<file path="config.mk">
export PLATFORM = sky130hd
export DESIGN_NAME = mem_access_unit_flat
export DESIGN_NICKNAME = d
export VERILOG_FILES = /design/src/rtl/mem_access_unit_pkg.sv /design/src/rtl/mem_access_unit_if.sv /design/src/rtl/mem_access_unit_fifo.sv /design/src/rtl/mem_access_unit.sv /design/src/flat_wrapper.sv
export SDC_FILE = /design/constraint.sdc
export NUM_CORES = 1
export LEC_CHECK = 0
export CORE_MARGIN = 2
export CORE_UTILIZATION = 54
export CTS_CLUSTER_SIZE = 28
export DETAILED_ROUTE_END_ITERATION = 16
export PLACE_DENSITY_LB_ADDON = 0.08
export SETUP_SLACK_MARGIN = 0.15
export SLEW_MARGIN = 20
export SYNTH_ARGS = -nofsm -noshare
export SYNTH_HDL_FRONTEND = slang
export SYNTH_HIERARCHICAL = 1
export SYNTH_SLANG_ARGS = --single-unit
</file>
<file path="constraint.sdc">
create_clock -name clk -period 4.1 [get_ports clk]
set_input_delay 0.41 -clock clk [delete_from_list [all_inputs] [get_ports clk]]
set_output_delay 0.41 -clock clk [all_outputs]
set_load 0.005 [all_outputs]
</file>
<file path="src/rtl/mem_access_unit_pkg.sv">
// Shared types and helpers for the AGU memory access unit.
// Byte-lane, alignment and load-extension rules live here.
package mem_pkg;

  localparam int XLEN   = 32;
  localparam int PREG_W = 6;

  typedef enum logic [1:0] {
    SZ_B = 2'd0,
    SZ_H = 2'd1,
    SZ_W = 2'd2
  } mem_size_e;

  typedef enum logic [1:0] {
    IDLE,
    REQ,
    WAIT,
    DRAIN
  } mau_state_e;

  typedef struct packed {
    logic [XLEN-1:0]   addr;
    logic              is_store;
    mem_size_e         size;
    logic              ld_unsigned;
    logic [XLEN-1:0]   st_data;
    logic [PREG_W-1:0] dst_reg;
  } lsu_req_t;

  function automatic logic is_misaligned(
    mem_size_e  sz,
    logic [1:0] off
  );
    logic r;
    r = 1'b0;
    unique case (1'b1)
      sz == SZ_B: r = 1'b0;
      sz == SZ_H: r = off[0];
      default:    r = (off != 2'b00);
    endcase
    return r;
  endfunction

  function automatic logic [3:0] be_of(
    mem_size_e  sz,
    logic [1:0] off
  );
    logic [3:0] r;
    r = 4'hF;
    unique case (1'b1)
      sz == SZ_B: r = 4'b0001 << off;
      sz == SZ_H: r = 4'b0011 << off;
      default:    r = 4'hF;
    endcase
    return r;
  endfunction

  function automatic logic [XLEN-1:0] load_extend(
    logic [XLEN-1:0] rdata,
    logic [1:0]      off,
    mem_size_e       sz,
    logic            uns
  );
    logic [XLEN-1:0] sh;
    logic [XLEN-1:0] r;
    sh = rdata >> {off, 3'b000};
    r  = sh;
    unique case (1'b1)
      sz == SZ_B:
        r = {{(XLEN-8){~uns & sh[7]}}, sh[7:0]};
      sz == SZ_H:
        r = {{(XLEN-16){~uns & sh[15]}}, sh[15:0]};
      default:
        r = sh;
    endcase
    return r;
  endfunction

endpackage

</file>
<file path="src/rtl/mem_access_unit_if.sv">
// AGU request, data-memory bus and writeback signals of the
// memory access unit, bundled with directional modports.
interface mem_access_unit_if;
  import mem_pkg::*;

  logic              addr_valid;
  logic              addr_ready;
  logic [XLEN-1:0]   mem_addr_in;
  logic              is_store;
  logic [1:0]        size;
  logic              ld_unsigned;
  logic [XLEN-1:0]   st_data;
  logic [PREG_W-1:0] dst_reg;
  logic              flush;

  logic              mem_req;
  logic              mem_we;
  logic [XLEN-1:0]   mem_addr;
  logic [3:0]        mem_be;
  logic [XLEN-1:0]   mem_wdata;
  logic              mem_gnt;
  logic              mem_rvalid;
  logic [XLEN-1:0]   mem_rdata;

  logic              wb_valid;
  logic [PREG_W-1:0] wb_dst_index;
  logic [XLEN-1:0]   wb_dst_val;
  logic              st_done;
  logic              misalign;
  logic [PREG_W-1:0] misalign_dst;

  modport slave (
    input  addr_valid, mem_addr_in, is_store, size,
    input  ld_unsigned, st_data, dst_reg, flush,
    input  mem_gnt, mem_rvalid, mem_rdata,
    output addr_ready,
    output mem_req, mem_we, mem_addr, mem_be, mem_wdata,
    output wb_valid, wb_dst_index, wb_dst_val,
    output st_done, misalign, misalign_dst
  );

  modport master (
    output addr_valid, mem_addr_in, is_store, size,
    output ld_unsigned, st_data, dst_reg, flush,
    output mem_gnt, mem_rvalid, mem_rdata,
    input  addr_ready,
    input  mem_req, mem_we, mem_addr, mem_be, mem_wdata,
    input  wb_valid, wb_dst_index, wb_dst_val,
    input  st_done, misalign, misalign_dst
  );

endinterface

</file>
<file path="src/rtl/mem_access_unit_fifo.sv">
// In-order request queue for the memory access unit.
// Full is derived from the registered count only.
module lsu_req_fifo
  import mem_pkg::*;
#(
  parameter int DEPTH = 4
) (
  input  logic     clk,
  input  logic     rst,
  input  logic     push_i,
  input  lsu_req_t din_i,
  input  logic     pop_i,
  input  logic     flush_i,
  output lsu_req_t head_o,
  output logic     full_o,
  output logic     empty_o
);

  localparam int AW = $clog2(DEPTH);

  lsu_req_t        mem_q [DEPTH];
  logic [AW-1:0]   wr_q, wr_d;
  logic [AW-1:0]   rd_q, rd_d;
  logic [AW:0]     cnt_q, cnt_d;
  logic            push_ok, pop_ok;

  assign full_o  = (cnt_q == (AW+1)'(DEPTH));
  assign empty_o = (cnt_q == '0);
  assign head_o  = mem_q[rd_q];
  assign push_ok = push_i & ~full_o & ~flush_i;
  assign pop_ok  = pop_i & ~empty_o & ~flush_i;

  always_comb begin
    wr_d  = wr_q;
    rd_d  = rd_q;
    cnt_d = cnt_q;
    if (flush_i) begin
      wr_d  = '0;
      rd_d  = '0;
      cnt_d = '0;
    end else begin
      if (push_ok) wr_d = wr_q + AW'(1);
      if (pop_ok)  rd_d = rd_q + AW'(1);
      unique case ({push_ok, pop_ok})
        2'b10:   cnt_d = cnt_q + (AW+1)'(1);
        2'b01:   cnt_d = cnt_q - (AW+1)'(1);
        default: cnt_d = cnt_q;
      endcase
    end
  end

  always_ff @(posedge clk) begin
    if (!rst) begin
      wr_q  <= '0;
      rd_q  <= '0;
      cnt_q <= '0;
    end else begin
      wr_q  <= wr_d;
      rd_q  <= rd_d;
      cnt_q <= cnt_d;
    end
  end

  always_ff @(posedge clk) begin
    if (push_ok) mem_q[wr_q] <= din_i;
  end

endmodule

</file>
<file path="src/rtl/mem_access_unit.sv">
// AGU-side memory responder: queues requests, runs one bus
// access at a time and returns extended load results.
module mem_access_unit
  import mem_pkg::*;
#(
  parameter int QUEUE_DEPTH = 4
) (
  input logic              clk,
  input logic              rst,
  mem_access_unit_if.slave bus
);

  lsu_req_t   req_in, head;
  logic       push, pop, full, empty;
  logic       in_req;

  mau_state_e        state_q, state_d;
  logic [PREG_W-1:0] ld_dst_q, ld_dst_d;
  logic [1:0]        ld_off_q, ld_off_d;
  mem_size_e         ld_size_q, ld_size_d;
  logic              ld_uns_q, ld_uns_d;

  logic              wb_valid_q, wb_valid_d;
  logic [PREG_W-1:0] wb_dst_q, wb_dst_d;
  logic [XLEN-1:0]   wb_val_q, wb_val_d;
  logic              st_done_q, st_done_d;
  logic              mis_q, mis_d;
  logic [PREG_W-1:0] mis_dst_q, mis_dst_d;

  assign req_in = '{
    addr:        bus.mem_addr_in,
    is_store:    bus.is_store,
    size:        mem_size_e'(bus.size),
    ld_unsigned: bus.ld_unsigned,
    st_data:     bus.st_data,
    dst_reg:     bus.dst_reg
  };

  assign push           = bus.addr_valid & ~full & ~bus.flush;
  assign bus.addr_ready = ~full;

  lsu_req_fifo #(
    .DEPTH (QUEUE_DEPTH)
  ) u_fifo (
    .clk     (clk),
    .rst     (rst),
    .push_i  (push),
    .din_i   (req_in),
    .pop_i   (pop),
    .flush_i (bus.flush),
    .head_o  (head),
    .full_o  (full),
    .empty_o (empty)
  );

  always_comb begin
    state_d    = state_q;
    pop        = 1'b0;
    ld_dst_d   = ld_dst_q;
    ld_off_d   = ld_off_q;
    ld_size_d  = ld_size_q;
    ld_uns_d   = ld_uns_q;
    wb_valid_d = 1'b0;
    wb_dst_d   = wb_dst_q;
    wb_val_d   = wb_val_q;
    st_done_d  = 1'b0;
    mis_d      = 1'b0;
    mis_dst_d  = mis_dst_q;
    unique case (state_q)
      IDLE: begin
        if (!bus.flush && !empty) begin
          if (is_misaligned(head.size, head.addr[1:0])) begin
            pop       = 1'b1;
            mis_d     = 1'b1;
            mis_dst_d = head.dst_reg;
          end else begin
            state_d = REQ;
          end
        end
      end
      REQ: begin
        // A load granted alongside a flush still owes us an rvalid
        if (bus.flush) begin
          state_d = (bus.mem_gnt && !head.is_store) ? DRAIN : IDLE;
        end else if (bus.mem_gnt) begin
          pop = 1'b1;
          if (head.is_store) begin
            st_done_d = 1'b1;
            state_d   = IDLE;
          end else begin
            ld_dst_d  = head.dst_reg;
            ld_off_d  = head.addr[1:0];
            ld_size_d = head.size;
            ld_uns_d  = head.ld_unsigned;
            state_d   = WAIT;
          end
        end
      end
      WAIT: begin
        if (bus.mem_rvalid) begin
          state_d = IDLE;
          if (!bus.flush) begin
            wb_valid_d = 1'b1;
            wb_dst_d   = ld_dst_q;
            wb_val_d   = load_extend(bus.mem_rdata, ld_off_q,
                                     ld_size_q, ld_uns_q);
          end
        end else if (bus.flush) begin
          state_d = DRAIN;
        end
      end
      DRAIN: begin
        if (bus.mem_rvalid) state_d = IDLE;
      end
      default: state_d = IDLE;
    endcase
  end

  always_ff @(posedge clk) begin
    if (!rst) begin
      state_q    <= IDLE;
      ld_dst_q   <= '0;
      ld_off_q   <= '0;
      ld_size_q  <= SZ_B;
      ld_uns_q   <= 1'b0;
      wb_valid_q <= 1'b0;
      wb_dst_q   <= '0;
      wb_val_q   <= '0;
      st_done_q  <= 1'b0;
      mis_q      <= 1'b0;
      mis_dst_q  <= '0;
    end else begin
      state_q    <= state_d;
      ld_dst_q   <= ld_dst_d;
      ld_off_q   <= ld_off_d;
      ld_size_q  <= ld_size_d;
      ld_uns_q   <= ld_uns_d;
      wb_valid_q <= wb_valid_d;
      wb_dst_q   <= wb_dst_d;
      wb_val_q   <= wb_val_d;
      st_done_q  <= st_done_d;
      mis_q      <= mis_d;
      mis_dst_q  <= mis_dst_d;
    end
  end

  assign in_req        = (state_q == REQ);
  assign bus.mem_req   = in_req;
  assign bus.mem_we    = in_req & head.is_store;
  assign bus.mem_addr  = in_req ? {head.addr[XLEN-1:2], 2'b00} : '0;
  assign bus.mem_be    = in_req ? be_of(head.size, head.addr[1:0]) : '0;
  assign bus.mem_wdata = in_req ? head.st_data << {head.addr[1:0], 3'b000}
                                : '0;

  assign bus.wb_valid     = wb_valid_q;
  assign bus.wb_dst_index = wb_dst_q;
  assign bus.wb_dst_val   = wb_val_q;
  assign bus.st_done      = st_done_q;
  assign bus.misalign     = mis_q;
  assign bus.misalign_dst = mis_dst_q;

  a_no_overrun: assert property (@(posedge clk) disable iff (!rst)
    !(bus.addr_valid && !bus.addr_ready));

endmodule

</file>
<file path="src/flat_wrapper.sv">
// flat-port wrapper written by rule: the top's interface ports become plain ports
module mem_access_unit_flat import mem_pkg::*;
#(
  parameter int QUEUE_DEPTH = 4
)
  (clk, rst, bus_addr_valid, bus_mem_addr_in, bus_is_store, bus_size, bus_ld_unsigned, bus_st_data, bus_dst_reg, bus_flush, bus_mem_gnt, bus_mem_rvalid, bus_mem_rdata, bus_addr_ready, bus_mem_req, bus_mem_we, bus_mem_addr, bus_mem_be, bus_mem_wdata, bus_wb_valid, bus_wb_dst_index, bus_wb_dst_val, bus_st_done, bus_misalign, bus_misalign_dst);
  mem_access_unit_if bus_i ();
  input logic clk;
  input logic rst;
  input wire logic [$bits(bus_i.addr_valid)-1:0] bus_addr_valid;
  input wire logic [$bits(bus_i.mem_addr_in)-1:0] bus_mem_addr_in;
  input wire logic [$bits(bus_i.is_store)-1:0] bus_is_store;
  input wire logic [$bits(bus_i.size)-1:0] bus_size;
  input wire logic [$bits(bus_i.ld_unsigned)-1:0] bus_ld_unsigned;
  input wire logic [$bits(bus_i.st_data)-1:0] bus_st_data;
  input wire logic [$bits(bus_i.dst_reg)-1:0] bus_dst_reg;
  input wire logic [$bits(bus_i.flush)-1:0] bus_flush;
  input wire logic [$bits(bus_i.mem_gnt)-1:0] bus_mem_gnt;
  input wire logic [$bits(bus_i.mem_rvalid)-1:0] bus_mem_rvalid;
  input wire logic [$bits(bus_i.mem_rdata)-1:0] bus_mem_rdata;
  output wire logic [$bits(bus_i.addr_ready)-1:0] bus_addr_ready;
  output wire logic [$bits(bus_i.mem_req)-1:0] bus_mem_req;
  output wire logic [$bits(bus_i.mem_we)-1:0] bus_mem_we;
  output wire logic [$bits(bus_i.mem_addr)-1:0] bus_mem_addr;
  output wire logic [$bits(bus_i.mem_be)-1:0] bus_mem_be;
  output wire logic [$bits(bus_i.mem_wdata)-1:0] bus_mem_wdata;
  output wire logic [$bits(bus_i.wb_valid)-1:0] bus_wb_valid;
  output wire logic [$bits(bus_i.wb_dst_index)-1:0] bus_wb_dst_index;
  output wire logic [$bits(bus_i.wb_dst_val)-1:0] bus_wb_dst_val;
  output wire logic [$bits(bus_i.st_done)-1:0] bus_st_done;
  output wire logic [$bits(bus_i.misalign)-1:0] bus_misalign;
  output wire logic [$bits(bus_i.misalign_dst)-1:0] bus_misalign_dst;
  assign bus_i.addr_valid = bus_addr_valid;
  assign bus_i.mem_addr_in = bus_mem_addr_in;
  assign bus_i.is_store = bus_is_store;
  assign bus_i.size = bus_size;
  assign bus_i.ld_unsigned = bus_ld_unsigned;
  assign bus_i.st_data = bus_st_data;
  assign bus_i.dst_reg = bus_dst_reg;
  assign bus_i.flush = bus_flush;
  assign bus_i.mem_gnt = bus_mem_gnt;
  assign bus_i.mem_rvalid = bus_mem_rvalid;
  assign bus_i.mem_rdata = bus_mem_rdata;
  assign bus_addr_ready = bus_i.addr_ready;
  assign bus_mem_req = bus_i.mem_req;
  assign bus_mem_we = bus_i.mem_we;
  assign bus_mem_addr = bus_i.mem_addr;
  assign bus_mem_be = bus_i.mem_be;
  assign bus_mem_wdata = bus_i.mem_wdata;
  assign bus_wb_valid = bus_i.wb_valid;
  assign bus_wb_dst_index = bus_i.wb_dst_index;
  assign bus_wb_dst_val = bus_i.wb_dst_val;
  assign bus_st_done = bus_i.st_done;
  assign bus_misalign = bus_i.misalign;
  assign bus_misalign_dst = bus_i.misalign_dst;
  mem_access_unit #(.QUEUE_DEPTH(QUEUE_DEPTH)) u_core (.clk(clk), .rst(rst), .bus(bus_i));
endmodule
</file>
==> results.md, run 1 <==
- Largest delay contributor family on the critical path: buffers and inverters
- Sink of the worst hold path: u_core/bus.wb_dst_val[0]
- Delay contributed by the slowest stage of the critical path: 0.60 ns
- Worst Hold Path Cells: 2
- Flop pwr share: 52.9%
- Number of distinct library cells after synthesis: 54
- Overall die area: 28890 um2
- Deepest level of the CTS H-tree: 2
- Number of max-capacitance violations reported: 0
- NetSw: 1.456 mW
- Core area: 27030 um2
- Capture instance of the worst register-to-register path: u_core/u_fifo/cnt_q[2]
- Count of routing violations after the opening detailed-route iteration: 654
- Clock power share: 43.3%
- Cell Count, Final, Fillers Out: 1495
- Antenna violations before repair: 3
- Mapped cell area: 14870 um2
- FF-to-FF setup slack: 0.58 ns
- Switching power as a share of total power: 19.08%
- RePlAce Congestion: 0.8176
- Die Wd: 170.0 um
- Total global routing overflow: 0
- Final worst-path cycle share: 91.43%
- Total count of max-transition violations in the final report: 0
- Maximum number of pins on one net before global-route repair: 60
- Net total in the final layout: 1239
- Top_reg_cell synth: sky130_fd_sc_hd__edfxtp_1
- Number of flops mapped to enable cells by yosys: 296
- Maximum net fanout on the critical path: 16
- Worst reg2reg path depth: 12
- Crit path arrival time: 3.34 ns
- Cell taking the most area after synthesis: sky130_fd_sc_hd__edfxtp_1
- Overall fraction of global-route tracks in use: 21.73%
- Vias post-DR: 8479
- # DRC: 0
- Power density over the cells: 407.5 nW/um2
- Fin util: 69.29%
- Number of routed nets with antenna violations: 0
- Critical Path, Cell by Cell: mux4_2, buf_4, nor2b_1, a21oi_1, a21oi_1, clkdlybuf4s50_1
- TritonCTS clock tree: done
- Total half-perimeter wirelength after legalization and detailed placement: 20.32 mm
- Clock sink count: 365
- Least-Margin Pin Slew: 0.9168 ns
- DRT Pass-1 Iters: 4
- Top Ports: 230
- Number of synthesized register bits: 365
- Layout cells sized above 1: 15.81%
- Register area share after synthesis: 69.05%
- Number of setup violations in the final report: 0
- Post-synthesis cell count: 892
- Worst Min Path Start: u_core/bus.wb_dst_val[0]
- Setup TNS: 0 ns
- Top post-synthesis cells by area: sky130_fd_sc_hd__edfxtp_1 60%, sky130_fd_sc_hd__mux4_2 11%, sky130_fd_sc_hd__dfxtp_1 9.3%
- Number of CTS-inserted buffers: 39
- Status: finished, final reports clean
- Endpoint type of the worst setup path: primary output
- CTS clk-pin slew, worst paths: 0.06 ns
- Yosys top cell area share: 59.76%
- Post-CTS setup buffer count: 0
- Maximum clock insertion buffer count: 3
- Internal Power: 6.175 mW
- Max Freq: 266.8 MHz
- Commonest cells in the synthesized netlist: 296 x sky130_fd_sc_hd__edfxtp_1, 75 x sky130_fd_sc_hd__mux4_2, 69 x sky130_fd_sc_hd__dfxtp_1
- Post-route clock skew: 0.01795 ns
- Leakage dissipation: 5.945 nW
- Critical path data required time: 3.69 ns
- # placed instances: 1421
- Library cell used as clock root buffer: sky130_fd_sc_hd__clkbuf_16
- Worst Path Class, Setup: flop to primary output
- Post-synthesis to final-layout area growth: 25.90%
- Avg WL per Cell: 20.93 um
- Yosys warns: 6
- Port Buffer Count: 227
- Worst slew margin relative to its limit: 38.79%
- Initial Util: 55.03%
- Class of the worst hold path: flop to flop
- Slowest-stage cell, CP: sky130_fd_sc_hd__mux4_2
- Setup repair after global routing missed its margin: false
- Row count: 60
- Routed Wire Length: 31.30 mm
- Clock latency on the worst-skew pair: 0.51 ns
- Most common cell type on the critical path: sky130_fd_sc_hd__a21oi_1
- Via count of the first global-routing pass: 8567
- Post-layout minimum cycle time: 3.748 ns
- Combinational group share of total power: 3.8%
- Startpoint type of the worst setup path: flop
- Proportion of register bits with asynchronous set or reset after synthesis: 0%
- Via count normalized by instance count: 5.672
- Overall die height: 170.0 um
- Leading cell type by number of instances after synthesis: sky130_fd_sc_hd__edfxtp_1
- Per-instance average area after synthesis: 16.67 um2
- Final hold viol count: 0
- Wire length of the first global-routing pass: 47.71 mm
- Worst IR Drop VDD: 0.4146 mV
- Sum of buffers and inverters on the critical path: 2
- Post-CTS Hold Fix Bufs: 0
[registers in the layout, indices dropped and copies added, names as in the netlist, 2 cells and up, named ones only]
register                 cells
u_core/u_fifo/rd_q           2
u_core/bus.misalign_dst      6
u_core/bus.wb_dst_val       32
u_core/u_fifo/cnt_q          3
u_core/u_fifo/wr_q           2
u_core/ld_off_q              2
u_core/ld_dst_q              6
u_core/state_q               2
u_core/bus.wb_dst_index      6
u_core/u_fifo/mem_q        296
u_core/ld_size_q             2
[power by group through the flow]
stage | registers, mW | clock network [mW] | logic [mW]
after floorplan | 4.11 | 0 | 0.102
after global placement | 4.11 | 0 | 0.284
after detailed placement | 4.11 | 0 | 0.288
after CTS | 4.04 | 3.39 | 0.290
after global routing | 4.04 | 3.53 | 0.311
final | 4.04 | 3.31 | 0.288
[logic make-up (layout without fill, tap and decap cells)]
kind of cell / count (synthesis) / in the layout / share of synthesized area, %
flip-flops: 365 / 365 / 69.05
AND/OR/NAND/NOR: 196 / 196 / 6.949
multiplexers: 137 / 137 / 15.66
AO/OA/AOI/OAI: 117 / 117 / 5.266
buffers and inverters: 68 / 326 / 2.381
adder cells (fa/ha/maj): 6 / 6 / 0.5552
XOR/XNOR: 2 / 2 / 0.1178
other: 1 / 5 / 0.02521
[cell type report]
| type | instances | area, um2 |
|---|---|---|
| Antenna cell | 3 | 7.507 |
| Clock buffer | 58 | 1141 |
| Clock inverter | 13 | 90.09 |
| Fill cell | 1829 | 8300 |
| Inverter | 10 | 37.54 |
| Multi-Input combinational cell | 460 | 4275 |
| Sequential cell | 365 | 10280 |
| Tap cell | 341 | 426.7 |
| Timing Repair Buffer | 245 | 2470 |
[how the worst max path moves through the flow]
stage / startpoint / end / slack, ns / depth (start not counted)
after detailed placement: flop / u_core/u_fifo/cnt_q[2] / 0.62 / 12
final: flop / bus_mem_be[2] / 0.35 / 6
after global routing: flop / bus_mem_wdata[4] / 0.16 / 6
after global placement: flop / u_core/u_fifo/cnt_q[2] / 0.65 / 12
after CTS: flop / bus_mem_wdata[4] / 0.15 / 6
after floorplan: flop / u_core/u_fifo/cnt_q[2] / 0.77 / 14
[per-layer routing]
| metal | up-vias | part of all wire [%] | global-route usage (%) |
|---|---|---|---|
| met4 | 2 | 2.3 | 6.280 |
| met1 | 4235 | 42 | 28.65 |
| met3 | 46 | 6.6 | 5.349 |
| li1 | 3920 | - | - |
| met2 | 276 | 49 | 36.31 |
| met5 | - | 0.022 | 0 |
[through the flow]
| step | cell area (um2) | hold WS [ns] | setup WS (ns) | power, mW |
|---|---|---|---|---|
| after floorplan | 14880 | 0.4403 | 0.7712 | 4.216 |
| after global placement | 17480 | 0.4519 | 0.6464 | 4.397 |
| after detailed placement | 17480 | 0.4566 | 0.6247 | 4.402 |
| after CTS | 18720 | 0.4642 | 0.1526 | 7.717 |
| after global routing | 18720 | 0.4792 | 0.1625 | 7.873 |
| final | 18730 | 0.4599 | 0.3515 | 7.631 |
[tightest hold or removal path, delay by kind of cell (launching register included)]
| family | cells | cell delay (ns) |
|---|---|---|
| compound gates | 1 | 0.06 |
| flops | 1 | 0.30 |
| simple gates | 1 | 0.05 |
[layout by cell type (no fill, tap or decap), drive strengths merged, types with 11 or more instances in the layout]
| master | netlist | routed |
|---|---|---|
| nor2 | 38 | 38 |
| a21oi | 33 | 33 |
| a21boi | 14 | 14 |
| o21ai | 22 | 22 |
| mux2i | 47 | 47 |
| clkdlybuf4s50 | 0 | 227 |
| mux2 | 15 | 15 |
| dfxtp | 69 | 69 |
| mux4 | 75 | 75 |
| and2 | 42 | 42 |
| clkbuf | 26 | 58 |
| edfxtp | 296 | 296 |
| buf | 32 | 18 |
| nor2b | 34 | 34 |
| nand2 | 54 | 54 |
| a211oi | 16 | 16 |
| inv | 10 | 11 |
[timing repair]
item                                   4_1_cts  5_1_grt
resized for setup                            0        1
endpoints found under the hold margin        0        0
setup endpoints to repair                    0        8
Note: power is estimated with default switching activity, not from simulation.
==> run 2, diff against run 1 <==
==> constraint.sdc (replaced) <==
create_clock -name clk -period 4.1 [get_ports clk]
set_input_delay 1.23 -clock clk [delete_from_list [all_inputs] [get_ports clk]]
set_output_delay 1.23 -clock clk [all_outputs]
set_load 0.005 [all_outputs]
==> results.md, run 2 (same netlist as run 1, synthesis figures left out) <==
- Status: finished, final reports clean
- Layout cells sized above 1: 18.47%
- Crit path arrival time: 2.76 ns
- Die Wd: 170.0 um
- Power density over the cells: 390.4 nW/um2
- Number of routed nets with antenna violations: 0
- NetSw: 1.436 mW
- Worst reg2reg path depth: 14
- Post-layout minimum cycle time: 3.987 ns
- TritonCTS clock tree: done
- Library cell used as clock root buffer: sky130_fd_sc_hd__clkbuf_16
- Critical Path, Cell by Cell: buf_6, mux4_2, buf_4, clkbuf_16, mux2i_1, nor2_1, clkdlybuf4s50_1
- Number of CTS-inserted buffers: 37
- # placed instances: 1433
- Top routing layer used: met4
- Worst Path Class, Setup: flop to primary output
- Via count normalized by instance count: 5.643
- Maximum clock insertion buffer count: 3
- Worst Min Path Start: u_core/bus.wb_dst_val[2]
- DRT Pass-1 Iters: 4
- Count of routing violations after the opening detailed-route iteration: 676
- Post-route clock skew: 0.01075 ns
- Max Freq: 250.8 MHz
- Delay contributed by the slowest stage of the critical path: 0.63 ns
- Core area: 27030 um2
- Wire length of the first global-routing pass: 49.69 mm
- Overall fraction of global-route tracks in use: 22.73%
- # DRC: 0
- Smallest setup slack after layout: 0.1130 ns
- Capture instance of the worst register-to-register path: u_core/u_fifo/cnt_q[2]
- Row count: 60
- Antenna violations before repair: 1
- Final worst-path cycle share: 97.24%
- Switching power as a share of total power: 19.24%
- FF-to-FF setup slack: 0.44 ns
- Net total in the final layout: 1270
- Design Power: 7.466 mW
- Slowest-stage cell, CP: sky130_fd_sc_hd__mux4_2
- Final hold viol count: 0
- Clock sink count: 365
- Vias post-DR: 8595
- Via count of the first global-routing pass: 8727
- Maximum net fanout on the critical path: 14
- Leakage dissipation: 6.258 nW
- Critical path data required time: 2.87 ns
- Top library cells by usage in the layout, fill and taps aside: 296 x sky130_fd_sc_hd__edfxtp_1, 212 x sky130_fd_sc_hd__clkdlybuf4s50_1, 76 x sky130_fd_sc_hd__mux4_2
- Largest register FFs: 296
- Clock latency on the worst-skew pair: 0.51 ns
- Minimum setup slack after placement: 0.1901 ns
- Internal Power: 6.030 mW
- Wire length on met3: 2.112 mm
- Clock power share: 41.9%
- Maximum number of pins on one net before global-route repair: 57
- Cell Count, Final, Fillers Out: 1523
- Most flop-heavy register: u_core/u_fifo/mem_q
- Class of the worst hold path: flop to flop
- Flop pwr share: 54.1%
- Met2 WL: 16.49 mm
- Number of setup violations in the final report: 0
- Sum of buffers and inverters on the critical path: 4
- Sink of the worst hold path: u_core/bus.wb_dst_val[2]
- Setup repair after global routing missed its margin: true
- Setup TNS: 0 ns
- RePlAce Congestion: 0.8099
- Combinational group share of total power: 4.1%
- Routed Wire Length: 32.87 mm
- Met1 routed wirelength after detailed routing: 13.76 mm
- Least-Margin Pin Slew: 0.9470 ns
- Overall die area: 28890 um2
- Total half-perimeter wirelength after legalization and detailed placement: 21.36 mm
- Hold_ws: 0.4617 ns
- Avg WL per Cell: 21.58 um
- Startpoint type of the worst setup path: flop
- Worst Hold Path Cells: 2
- Endpoint type of the worst setup path: primary output
- Post-synthesis to final-layout area growth: 28.58%
- Deepest level of the CTS H-tree: 2
- Total global routing overflow: 0
- Total count of max-transition violations in the final report: 0
- Overall die height: 170.0 um
- Worst slew margin relative to its limit: 36.78%
- Port Buffer Count: 227
- Worst IR Drop VDD: 0.4170 mV
- Top Ports: 230
- CTS clk-pin slew, worst paths: 0.06 ns
- Leading cell type in the layout, fill and taps excluded: sky130_fd_sc_hd__edfxtp_1
- Number of max-capacitance violations reported: 0
- Initial Util: 55.03%
- Largest delay contributor family on the critical path: buffers and inverters
==> run 2: area by class of cell <==
class	count	area, um2
clock inverters	14	97.59
well taps	341	426.7
multi-input cells	461	4343
inverters	10	41.29
fillers	1823	7903
flip-flops and latches	365	10280
diodes	2	5.005
repair buffers	277	2892
clock buffers	53	1041
==> run 2: metrics by stage <==
step | utilization (%) | instance area (um2)
6_report | 70.76 | 19120
5_1_grt | 70.75 | 19120
4_1_cts | 70.39 | 19020
3_5_place_dp | 65.26 | 17640
3_3_place_gp | 65.26 | 17640
2_1_floorplan | - | 14880
==> run 2: worst max path at each step <==
stage,startpoint,to,cells after the start
after global routing,flop,bus_mem_wdata[19],8
after floorplan,flop,u_core/u_fifo/cnt_q[2],14
after global placement,bus_mem_gnt,u_core/u_fifo/cnt_q[2],11
final,flop,bus_mem_wdata[13],7
after detailed placement,bus_mem_gnt,u_core/u_fifo/cnt_q[2],11
after CTS,flop,bus_mem_we,5
==> run 2: per-layer routing <==
| layer | global-route usage [%] | vias up |
|---|---|---|
| li1 | - | 3978 |
| met1 | 30.41 | 4301 |
| met2 | 38.60 | 271 |
| met3 | 4.488 | 45 |
| met4 | 6.020 | 0 |
| met5 | 0 | - |
==> run 2: worst min-delay path, cell delays in order (launching register included) <==
cell and delay, ns:
sky130_fd_sc_hd__dfxtp_1 0.30, sky130_fd_sc_hd__nand2_1 0.04, sky130_fd_sc_hd__a21boi_0 0.06
==> run 2: power by group through the flow <==
stage	Sequential, mW	Clock (mW)	Combinational, mW
finish	4.04	3.12	0.305
global route	4.04	3.34	0.327
CTS	4.04	3.20	0.303
detailed placement	4.11	0	0.293
global placement	4.11	0	0.288
floorplan	4.11	0	0.102
==> run 2: repair_timing <==
| item | CTS | global route |
|---|---|---|
| buffers inserted | 13 | 4 |
| setup endpoints to repair | 66 | 53 |
| gates resized for setup | 28 | 15 |
| pin swaps | 3 | 0 |
| endpoints found under the hold margin | 0 | 0 |
| hold buffers | 0 | 0 |
| gates cloned | 3 | 1 |
==> run 3, diff against run 2 <==
CORE_UTILIZATION = 49   (was 54)
clock period = 3.5 ns   (was 4.1 ns; I/O delays follow)
==> results.md, run 3 (same netlist as run 1, synthesis figures left out) <==
- Post-CTS Hold Fix Bufs: 0
- Row count: 63
- Worst reg2reg path depth: 14
- Most flop-heavy register: u_core/u_fifo/mem_q
- Overall die area: 31760 um2
- Count of routing violations after the opening detailed-route iteration: 596
- Final worst-path cycle share: 100.9%
- Class of the worst hold path: flop to flop
- Via count normalized by instance count: 5.435
- Number of CTS-inserted buffers: 38
- Worst Path Class, Setup: flop to primary output
- Critical path data required time: 2.45 ns
- Setup repair after global routing missed its margin: true
- Total count of max-transition violations in the final report: 0
- Worst Min Path Start: u_core/bus.wb_dst_index[3]
- Area of all placed cells without fillers: 20230 um2
- Post-synthesis to final-layout area growth: 36.01%
- Worst IR Drop VDD: 0.3896 mV
- Largest delay contributor family on the critical path: buffers and inverters
- Vias post-DR: 8968
- Number of routed nets with antenna violations: 0
- Hold_ws: 0.4604 ns
- DRT Pass-1 Iters: 4
- Status: complete, but fails checks
- Maximum clock insertion buffer count: 3
- Overall die height: 178.2 um
- Wire length of the first global-routing pass: 52.18 mm
- Largest register FFs: 296
- Post-route clock skew: 0.01240 ns
- Initial Util: 49.92%
- RePlAce Congestion: 0.8280
- Clock latency on the worst-skew pair: 0.52 ns
- Worst Hold Path Cells: 2
- Overall fraction of global-route tracks in use: 21.86%
- Number of setup violations in the final report: 7
- Endpoint type of the worst setup path: primary output
- FF-to-FF setup slack: 0.03 ns
- Worst slew margin relative to its limit: 36.88%
- Number of max-capacitance violations reported: 0
- Smallest setup slack after layout: -0.03047 ns
- Design Power: 8.868 mW
- Deepest level of the CTS H-tree: 2
- Delay contributed by the slowest stage of the critical path: 0.61 ns
- Net total in the final layout: 1342
- Crit path arrival time: 2.48 ns
- Maximum number of pins on one net before global-route repair: 50
- Die Wd: 178.2 um
- Total half-perimeter wirelength after legalization and detailed placement: 22.26 mm
- Total global routing overflow: 0
- Top library cells by usage in the layout, fill and taps aside: 296 x sky130_fd_sc_hd__edfxtp_1, 160 x sky130_fd_sc_hd__clkdlybuf4s50_1, 75 x sky130_fd_sc_hd__mux4_2
- Cell area reported after detailed placement: 17940 um2
- Layout cells sized above 1: 29.90%
- Port Buffer Count: 227
- Via count of the first global-routing pass: 9002
- Leakage dissipation: 6.938 nW
- # placed instances: 1504
- Routed Wire Length: 34.77 mm
- Power density over the cells: 438.4 nW/um2
- Startpoint type of the worst setup path: flop
- Clock sink count: 365
- Library cell used as clock root buffer: sky130_fd_sc_hd__clkbuf_16
- Post-layout minimum cycle time: 3.530 ns
- Top Ports: 230
- Antenna violations before repair: 3
- Most common cell type on the critical path: sky130_fd_sc_hd__a211oi_1
- Critical Path, Cell by Cell: buf_8, mux4_2, buf_6, buf_12, buf_4, a211oi_1, a211oi_1, buf_2
- Core area: 29800 um2
- TritonCTS clock tree: done
- Final hold viol count: 0
- Violations in the final reports: setup timing
- Capture instance of the worst register-to-register path: u_core/u_fifo/cnt_q[2]
- # DRC: 0
- Least-Margin Pin Slew: 0.9456 ns
- Sum of buffers and inverters on the critical path: 5
- Avg WL per Cell: 21.07 um
- Leading cell type in the layout, fill and taps excluded: sky130_fd_sc_hd__edfxtp_1
- Sink of the worst hold path: u_core/bus.wb_dst_index[3]
- Slowest-stage cell, CP: sky130_fd_sc_hd__mux4_2
- CTS clk-pin slew, worst paths: 0.06 ns
- Maximum net fanout on the critical path: 7
- Max Freq: 283.2 MHz
- Cell Count, Final, Fillers Out: 1650
==> run 3: worst register-to-register path, cell delays in order, from the launching register on <==
cell and delay, ns:
sky130_fd_sc_hd__dfxtp_4 0.37, sky130_fd_sc_hd__buf_8 0.13, sky130_fd_sc_hd__mux4_2 0.45, sky130_fd_sc_hd__buf_4 0.16, sky130_fd_sc_hd__o21ai_2 0.08, sky130_fd_sc_hd__a211o_1 0.33
sky130_fd_sc_hd__o21a_1 0.17, sky130_fd_sc_hd__nor2_1 0.11, sky130_fd_sc_hd__nor3b_2 0.23, sky130_fd_sc_hd__ha_2 0.22, sky130_fd_sc_hd__inv_1 0.05, sky130_fd_sc_hd__fa_1 0.37
sky130_fd_sc_hd__xor2_1 0.16, sky130_fd_sc_hd__or3_2 0.41, sky130_fd_sc_hd__a21oi_1 0.15
==> run 3: what timing repair did <==
action / in CTS / in global routing
gates resized for setup: 267 / 69
setup buffers: 48 / 12
gates cloned: 9 / 1
pin swaps: 24 / 18
setup endpoints to repair: 69 / 58
==> run 3: layout make-up <==
class / count / area, um2
Inverter: 10 / 41.29
Clock inverter: 19 / 153.9
Tap cell: 390 / 488.0
Clock buffer: 51 / 1010
Fill cell: 2036 / 9568
Antenna cell: 6 / 15.01
Multi-Input combinational cell: 460 / 4529
Sequential cell: 365 / 10280
Timing Repair Buffer: 349 / 3714
==> run 3: how the worst max path moves through the flow <==
stage	endpoint	slack (ns)	cells past startpoint
3_5_place_dp	u_core/u_fifo/cnt_q[2]	-0.02	11
4_1_cts	bus_mem_wdata[22]	-0.04	8
6_report	bus_mem_wdata[24]	-0.03	8
5_1_grt	bus_mem_wdata[18]	-0.21	9
2_1_floorplan	u_core/u_fifo/cnt_q[2]	0.17	14
3_3_place_gp	u_core/u_fifo/cnt_q[2]	0.06	11
==> run 3: per-layer routing <==
metal	up-vias	track usage, %	part of all wire (%)
met5	-	0	0
met4	0	6.335	1.9
met3	56	4.369	6.0
met2	274	35.69	48
met1	4485	30.09	44
li1	4153	-	-
==> run 3: report_power, final <==
part           internal [mW]  leakage, nW  total [mW]  switching, mW
Sequential              4.72         3.23        4.73        0.00745
Combinational          0.227         3.14       0.401          0.174
Clock                   2.18        0.570        3.74           1.56
==> run 3: metrics by stage <==
stage	worst slack (ns)	util [%]	setup TNS, ns
2_1_floorplan	0.1712	-	0
3_3_place_gp	0.05625	60.20	0
3_5_place_dp	-0.01627	60.20	-0.01627
4_1_cts	-0.04405	66.90	-0.2085
5_1_grt	-0.2083	67.85	-1.905
6_report	-0.03047	67.89	-0.09566
